$ cat src/rtl/dev_uart_tx_arb_if.sv
// Bundle of client byte-stream signals and the dev_uart_tx strobe/ack handshake.
// The slave view belongs to the arbiter; the master view belongs to the clients and the UART.
interface dev_uart_tx_arb_if #(
  parameter int N  = 4,
  parameter int IW = 2
);
  logic [N-1:0]   CLI_REQ;
  logic [8*N-1:0] CLI_DATA;
  logic [N-1:0]   CLI_LAST;
  logic [N-1:0]   CLI_TAKEN;
  logic [IW-1:0]  OWNER;
  logic           BUSY;
  logic           ERR;
  logic           TX_STB;
  logic [7:0]     TX_DATA;
  logic           TX_ACK;
  logic           TX_RDY;

  modport slave (
    input  CLI_REQ, CLI_DATA, CLI_LAST, TX_ACK, TX_RDY,
    output CLI_TAKEN, OWNER, BUSY, ERR, TX_STB, TX_DATA
  );

  modport master (
    output CLI_REQ, CLI_DATA, CLI_LAST, TX_ACK, TX_RDY,
    input  CLI_TAKEN, OWNER, BUSY, ERR, TX_STB, TX_DATA
  );
endinterface

$ cat src/rtl/dev_uart_tx_arb.sv
// Round-robin arbiter sharing one dev_uart_tx between N byte-stream clients.
// Holds the grant across multi-byte packets and aborts stalled bytes with a TIC watchdog.
module dev_uart_tx_arb #(
  parameter int N         = 4,
  parameter int IW        = 2,
  parameter int TOUT_TICS = 16,
  parameter int HOLD_TICS = 32
) (
  input logic               CLK,
  input logic               RST_N,
  input logic               TIC,
  dev_uart_tx_arb_if.slave  bus
);

  typedef enum logic [1:0] {IDLE, SEND, SHIFT, HOLD} state_t;

  localparam logic [7:0] TOUT_LIM = 8'(TOUT_TICS);
  localparam logic [7:0] HOLD_LIM = 8'(HOLD_TICS);

  state_t        state_q, state_d;
  logic [IW-1:0] owner_q, owner_d;
  logic [IW-1:0] ptr_q, ptr_d;
  logic          busy_q, busy_d;
  logic          err_q, err_d;
  logic          stb_q, stb_d;
  logic [7:0]    data_q, data_d;
  logic          last_q, last_d;
  logic [N-1:0]  taken_q, taken_d;
  logic [7:0]    cnt_q, cnt_d;
  logic          ack_q;

  logic          ack_rise, ack_fall;
  logic [7:0]    cnt_inc;
  logic          pick_found;
  logic [IW-1:0] pick_idx, cand;
  logic          grant_en, rel;
  logic [IW-1:0] grant_idx;

  assign ack_rise = bus.TX_ACK & ~ack_q;
  assign ack_fall = ~bus.TX_ACK & ack_q;
  assign cnt_inc  = (cnt_q == 8'hFF) ? cnt_q : cnt_q + 8'd1;

  // First requester at or after the round-robin pointer, wrapping modulo N.
  always_comb begin
    pick_found = 1'b0;
    pick_idx   = '0;
    cand       = '0;
    for (int k = 0; k < N; k++) begin
      cand = IW'((int'(ptr_q) + k) % N);
      if (!pick_found && bus.CLI_REQ[cand]) begin
        pick_found = 1'b1;
        pick_idx   = cand;
      end
    end
  end

  always_ff @(posedge CLK or negedge RST_N) begin
    if (!RST_N) begin
      state_q <= IDLE;
      owner_q <= '0;
      ptr_q   <= '0;
      busy_q  <= 1'b0;
      err_q   <= 1'b0;
      stb_q   <= 1'b0;
      data_q  <= 8'hFF;
      last_q  <= 1'b0;
      taken_q <= '0;
      cnt_q   <= '0;
      ack_q   <= 1'b0;
    end else begin
      state_q <= state_d;
      owner_q <= owner_d;
      ptr_q   <= ptr_d;
      busy_q  <= busy_d;
      err_q   <= err_d;
      stb_q   <= stb_d;
      data_q  <= data_d;
      last_q  <= last_d;
      taken_q <= taken_d;
      cnt_q   <= cnt_d;
      ack_q   <= bus.TX_ACK;
    end
  end

  always_comb begin
    state_d   = state_q;
    owner_d   = owner_q;
    ptr_d     = ptr_q;
    busy_d    = busy_q;
    err_d     = 1'b0;
    stb_d     = stb_q;
    data_d    = data_q;
    last_d    = last_q;
    taken_d   = '0;
    cnt_d     = cnt_q;
    grant_en  = 1'b0;
    grant_idx = '0;
    rel       = 1'b0;

    case (state_q)
      IDLE: begin
        if (bus.TX_RDY && pick_found && !bus.TX_ACK) begin
          grant_en  = 1'b1;
          grant_idx = pick_idx;
        end
      end
      // An ACK rise wins over a TIC arriving in the same cycle.
      SEND: begin
        if (ack_rise) begin
          stb_d   = 1'b0;
          state_d = SHIFT;
          cnt_d   = '0;
        end else if (TIC) begin
          if (cnt_inc >= TOUT_LIM) begin
            stb_d = 1'b0;
            err_d = 1'b1;
            rel   = 1'b1;
          end else begin
            cnt_d = cnt_inc;
          end
        end
      end
      SHIFT: begin
        if (ack_fall) begin
          if (last_q) begin
            rel = 1'b1;
          end else begin
            state_d = HOLD;
            cnt_d   = '0;
          end
        end
      end
      HOLD: begin
        if (bus.CLI_REQ[owner_q] && !bus.TX_ACK) begin
          grant_en  = 1'b1;
          grant_idx = owner_q;
        end else if (TIC) begin
          if (cnt_inc >= HOLD_LIM) begin
            rel = 1'b1;
          end else begin
            cnt_d = cnt_inc;
          end
        end
      end
      default: state_d = IDLE;
    endcase

    if (grant_en) begin
      owner_d            = grant_idx;
      busy_d             = 1'b1;
      data_d             = bus.CLI_DATA[{grant_idx, 3'b000} +: 8];
      last_d             = bus.CLI_LAST[grant_idx];
      taken_d[grant_idx] = 1'b1;
      stb_d              = 1'b1;
      state_d            = SEND;
      cnt_d              = '0;
    end

    // OWNER keeps its value after release; only the pointer moves on.
    if (rel) begin
      busy_d  = 1'b0;
      ptr_d   = IW'((int'(owner_q) + 1) % N);
      state_d = IDLE;
      cnt_d   = '0;
    end
  end

  assign bus.CLI_TAKEN = taken_q;
  assign bus.OWNER     = owner_q;
  assign bus.BUSY      = busy_q;
  assign bus.ERR       = err_q;
  assign bus.TX_STB    = stb_q;
  assign bus.TX_DATA   = data_q;

endmodule
$ cat src/flat_wrapper.sv
// flat-port wrapper written by rule: the top's interface ports become plain ports
module dev_uart_tx_arb_flat 
#(
  parameter int N         = 4,
  parameter int IW        = 2,
  parameter int TOUT_TICS = 16,
  parameter int HOLD_TICS = 32
)
  (CLK, RST_N, TIC, bus_CLI_REQ, bus_CLI_DATA, bus_CLI_LAST, bus_TX_ACK, bus_TX_RDY, bus_CLI_TAKEN, bus_OWNER, bus_BUSY, bus_ERR, bus_TX_STB, bus_TX_DATA);
  dev_uart_tx_arb_if #(.N(N), .IW(IW)) bus_i ();
  input logic CLK;
  input logic RST_N;
  input logic TIC;
  input wire logic [$bits(bus_i.CLI_REQ)-1:0] bus_CLI_REQ;
  input wire logic [$bits(bus_i.CLI_DATA)-1:0] bus_CLI_DATA;
  input wire logic [$bits(bus_i.CLI_LAST)-1:0] bus_CLI_LAST;
  input wire logic [$bits(bus_i.TX_ACK)-1:0] bus_TX_ACK;
  input wire logic [$bits(bus_i.TX_RDY)-1:0] bus_TX_RDY;
  output wire logic [$bits(bus_i.CLI_TAKEN)-1:0] bus_CLI_TAKEN;
  output wire logic [$bits(bus_i.OWNER)-1:0] bus_OWNER;
  output wire logic [$bits(bus_i.BUSY)-1:0] bus_BUSY;
  output wire logic [$bits(bus_i.ERR)-1:0] bus_ERR;
  output wire logic [$bits(bus_i.TX_STB)-1:0] bus_TX_STB;
  output wire logic [$bits(bus_i.TX_DATA)-1:0] bus_TX_DATA;
  assign bus_i.CLI_REQ = bus_CLI_REQ;
  assign bus_i.CLI_DATA = bus_CLI_DATA;
  assign bus_i.CLI_LAST = bus_CLI_LAST;
  assign bus_i.TX_ACK = bus_TX_ACK;
  assign bus_i.TX_RDY = bus_TX_RDY;
  assign bus_CLI_TAKEN = bus_i.CLI_TAKEN;
  assign bus_OWNER = bus_i.OWNER;
  assign bus_BUSY = bus_i.BUSY;
  assign bus_ERR = bus_i.ERR;
  assign bus_TX_STB = bus_i.TX_STB;
  assign bus_TX_DATA = bus_i.TX_DATA;
  dev_uart_tx_arb #(.N(N), .IW(IW), .TOUT_TICS(TOUT_TICS), .HOLD_TICS(HOLD_TICS)) u_core (.CLK(CLK), .RST_N(RST_N), .TIC(TIC), .bus(bus_i));
endmodule
$ cat config.mk
export PLATFORM = sky130hd
export DESIGN_NAME = dev_uart_tx_arb_flat
export DESIGN_NICKNAME = d
export VERILOG_FILES = /design/src/rtl/dev_uart_tx_arb_if.sv /design/src/rtl/dev_uart_tx_arb.sv /design/src/flat_wrapper.sv
export SDC_FILE = /design/constraint.sdc
export NUM_CORES = 1
export LEC_CHECK = 0
export ABC_AREA = 1
export ABC_CLOCK_PERIOD_IN_PS = 1900
export CORE_MARGIN = 1.5
export CORE_UTILIZATION = 29
export CTS_CLUSTER_DIAMETER = 150
export DETAILED_ROUTE_END_ITERATION = 10
export SLEW_MARGIN = 20
export SYNTH_ARGS = -nofsm -noshare
export SYNTH_HDL_FRONTEND = slang
export SYNTH_SLANG_ARGS = --single-unit
$ cat constraint.sdc
create_clock -name CLK -period 1.9 [get_ports CLK]
set_input_delay 0.285 -clock CLK [delete_from_list [all_inputs] [get_ports CLK]]
set_output_delay 0.285 -clock CLK [all_outputs]
set_load 0.01 [all_outputs]
==> flow_summary_export.csv <==
group,metric,value,unit
run_status,status,"finished with violations",
run_status,violations,"negative setup slack",
finish,fin_util,52.0,%
drt,finalWirelength,8270,um
global_routing,grtUsageTotal,16.7,%
clocking,cts_tree,"yes",
floorplanning,ios,62,
logic_synthesis,syn_nets,455,
drt,drc_errors,0,
global_routing,overflow,0,
global_routing,grt_pass1_wl,12900,um
floorplanning,die-area,9370,um2
pwr,peakVddDrop,0.000606,V
clocking,cts_buffers,5,
hold_path,hold_path.class,"in2async",
sta,setup_ws,-0.212,ns
drt,vias,2987,
logic_synthesis,yosysWarningCount,0,
setup_path,critPathKind,"reg2reg",
placement,hpwl,5420,um
setup_path,cp_top_family,"simple AND/OR/NAND/NOR gates",
placement,gp_congestion,0.888,
drt,post_drt_via_cell_ratio,4.67,
finish,antenna_cells,0,
logic_synthesis,yosysSeqAreaShare,30.8,%
pwr,leakage,2.26,nW
drt,drt_first_pass_iters,4,
floorplanning,num_rows,34,
setup_path,crit_path_top_delay_cell,"dfrtp_1",
logic_synthesis,synth.distinct_cells,34,
finish,layout.nets,582,
drt,drt_iter0_markers,102,
clocking,cts_max_level,2,
clocking,path_clk_slew,0.08,ns
sta,skew,0.0113,ns
setup_path,cp_data_required_time,2.08,ns
floorplanning,fp.coreArea,8640,um2
placement,dpl-instance-area,3570,um2
global_routing,antenna_found_initial,0,
sta,slew_headroom,72.3,%
setup_path,startpoint_type,"flop",
setup_path,critical_path_buf_inv_count,3,
global_routing,grt_pass1_vias,2933,
finish,stdcell_area,4490,um2
flow_run,maxCapViolations,0,
finish,fill_cells,785,
sta,fmaxAchievable,0.473,GHz
sta,final-max-slew-violation-count,0,
drt,wire_per_inst,12.9,um
floorplanning,start_util,29.5,%
pwr,powerDensity,1240,nW/um2
logic_synthesis,syn_inst,404,
clocking,cts_root_buf,"clkbuf_8",
clocking,clock_latency,0.29,ns
placement,pre_cts_ws,-0.398,ns
sta,setup_tns,-3.32,ns
clocking,cts_buffer_depth,2,
logic_synthesis,ys_ff_latch,31,
sta,tightest_slew,0.416,ns
sta,rsz0062_at_grt,"yes",
setup_path,crit_top_cell,"nand2_1",
logic_synthesis,syn_avg_cell_area,6.31,um2
placement,port_buffers,61,
sta,setup-violations-final,22,
setup_path,worstPathCellList,"buf_6 > inv_4 > nor2_4 > nand3_2 > nand2_2 > buf_4 > nand4_1 > nand2_1 > nand2_1 > nand2_1 > nand2_1 > nand3_4 > nand3_4 > nand2_1 > nand2_2",
finish,syn2layout_area_growth,75.9,%
floorplanning,die_w,96.8,um
setup_path,max_stage_delay,0.43,ns
clocking,clock-sinks,31,
setup_path,worstPathArrival,2.29,ns
logic_synthesis,netlist_area,2550,um2
sta,min_period,2.11,ns
global_routing,grt_max_degree,32,
setup_path,worst-path-max-fanout,8,
sta,hold_violations,0,
finish,drive_gt1_share,42.9,%
finish,fin_cells,640,
setup_path,cp-end-kind,"flop",
drt,antenna_left,0,
sta,fin_crit_sh,111,%
placement,dpl.cell_count,602,
floorplanning,die_h,96.8,um
-- metrics by stage --
stage	hold WS (ns)	power, mW
floorplan	-0.0106	2.82
global placement	0.464	3.93
detailed placement	0.458	3.93
CTS	0.413	5.03
global route	0.433	5.98
finish	0.400	5.54
-- report_power, final --
| part | switching [mW] | internal (mW) | leakage [nW] |
|---|---|---|---|
| Sequential | 0.234 | 0.942 | 0.377 |
| Combinational | 2.03 | 1.78 | 1.83 |
| Clock | 0.262 | 0.292 | 0.0482 |
| Total | 2.53 | 3.02 | 2.26 |
-- final cells by class --
cell class	count	area, um2	area share, %
sequential	31	790	17.6
timing repair buffer	132	1280	28.5
clock inverter	1	5.00	0.112
inverter	55	219	4.88
clock buffer	7	86.3	1.92
tap	108	135	3.01
multi-input combinational	306	1970	44.0
-- synthesized netlist by cell type --
master | n | area [um2]
nand2_1 | 159 | 597
clkbuf_1 | 3 | 11.3
and3_1 | 1 | 6.26
nor2_1 | 20 | 75.1
o21bai_1 | 1 | 7.51
nor2_4 | 3 | 33.8
ha_1 | 6 | 75.1
o31ai_1 | 1 | 7.51
or2_2 | 1 | 6.26
buf_2 | 5 | 25.0
a21oi_1 | 5 | 25.0
a21boi_4 | 1 | 18.8
dfstp_2 | 8 | 210
dfrtp_1 | 23 | 576
a21boi_0 | 1 | 7.51
nor2_2 | 11 | 68.8
inv_2 | 4 | 15.0
xor2_1 | 1 | 8.76
nor3_1 | 1 | 5.00
nand2_2 | 6 | 37.5
o211ai_1 | 3 | 22.5
inv_4 | 2 | 12.5
buf_4 | 3 | 22.5
o21ai_1 | 4 | 20.0
nand3_1 | 59 | 295
nand4_1 | 2 | 12.5
buf_6 | 1 | 11.3
nand3_4 | 1 | 17.5
o21ai_0 | 11 | 55.1
xnor2_1 | 1 | 8.76
nand3_2 | 4 | 40.0
nand2_4 | 2 | 22.5
mux2i_1 | 1 | 10.0
inv_1 | 49 | 184
-- registers in the layout (all words and copies together) (netlist names) --
register / count
u_core.ack_q: 1
u_core.bus.BUSY: 1
u_core.bus.CLI_TAKEN: 4
u_core.bus.ERR: 1
u_core.bus.OWNER: 2
u_core.bus.TX_DATA: 8
u_core.bus.TX_STB: 1
u_core.cnt_q: 8
u_core.last_q: 1
u_core.ptr_q: 2
u_core.state_q: 2
-- cells in the final DEF, fill, tap and decap left out, types with 14 or more instances in the layout --
cell,count
nand3_2,32
buf_6,15
inv_1,47
nand2_4,15
nand3_1,27
clkdlybuf4s50_1,60
nor2_2,14
nand2_2,50
dfrtp_1,20
nand2_1,101
buf_4,50
nor2_1,15
-- timing repair --
| action | in CTS | in global routing |
|---|---|---|
| setup endpoints to repair | 22 | 30 |
| pin swaps | 37 | 55 |
| resized for setup | 45 | 106 |
| hold buffers | 0 | 0 |
| buffers inserted | 23 | 7 |
| cloned | 0 | 3 |
-- worst reg2reg max path, cell delays in order (launching register included) --
cell and delay [ns]:
dfrtp_1 0.43, buf_6 0.14, inv_4 0.04, nor2_4 0.18, nand3_2 0.10, nand2_2 0.09
buf_4 0.10, nand4_1 0.15, nand2_1 0.13, nand2_1 0.07, nand2_1 0.07, nand2_1 0.09
nand3_4 0.11, nand3_4 0.14, nand2_1 0.11, nand2_2 0.05
-- worst paths after layout --
path / from / end / slack [ns] / cells past startpoint
worst max-delay path: u_core.cnt_q[0] / u_core.cnt_q[4] / -0.21 / 15
worst min-delay path: RST_N / u_core.ptr_q[1] / 0.40 / 2
worst max register to register: u_core.cnt_q[0] / u_core.cnt_q[4] / -0.21 / 15
worst min register to register: u_core.bus.TX_DATA[5] / u_core.bus.TX_DATA[5] / 0.46 / 2
max in group asynchronous: RST_N / u_core.bus.TX_DATA[5] / 1.16 / 2
min in group CLK: u_core.bus.TX_DATA[5] / u_core.bus.TX_DATA[5] / 0.46 / 2
-- logic make-up after synthesis --
| family | share of synthesized area [%] |
|---|---|
| AO/OA/AOI/OAI | 6.42 |
| multiplexers | 0.392 |
| adder cells (fa/ha/maj) | 2.94 |
| flip-flops | 30.8 |
| buffers and inverters | 11.0 |
| XOR/XNOR | 0.687 |
| AND/OR/NAND/NOR | 47.7 |
-- layer usage --
layer / up-vias / routed length (um) / track usage, %
met3: 14 / 392 / 2.89
li1: 1510 / - / -
met1: 1389 / 3640 / 21.2
met5: - / 0 / 0
met2: 74 / 4080 / 28.2
met4: 0 / 161 / 6.13
No activity file was read; power rests on OpenSTA's default activity.
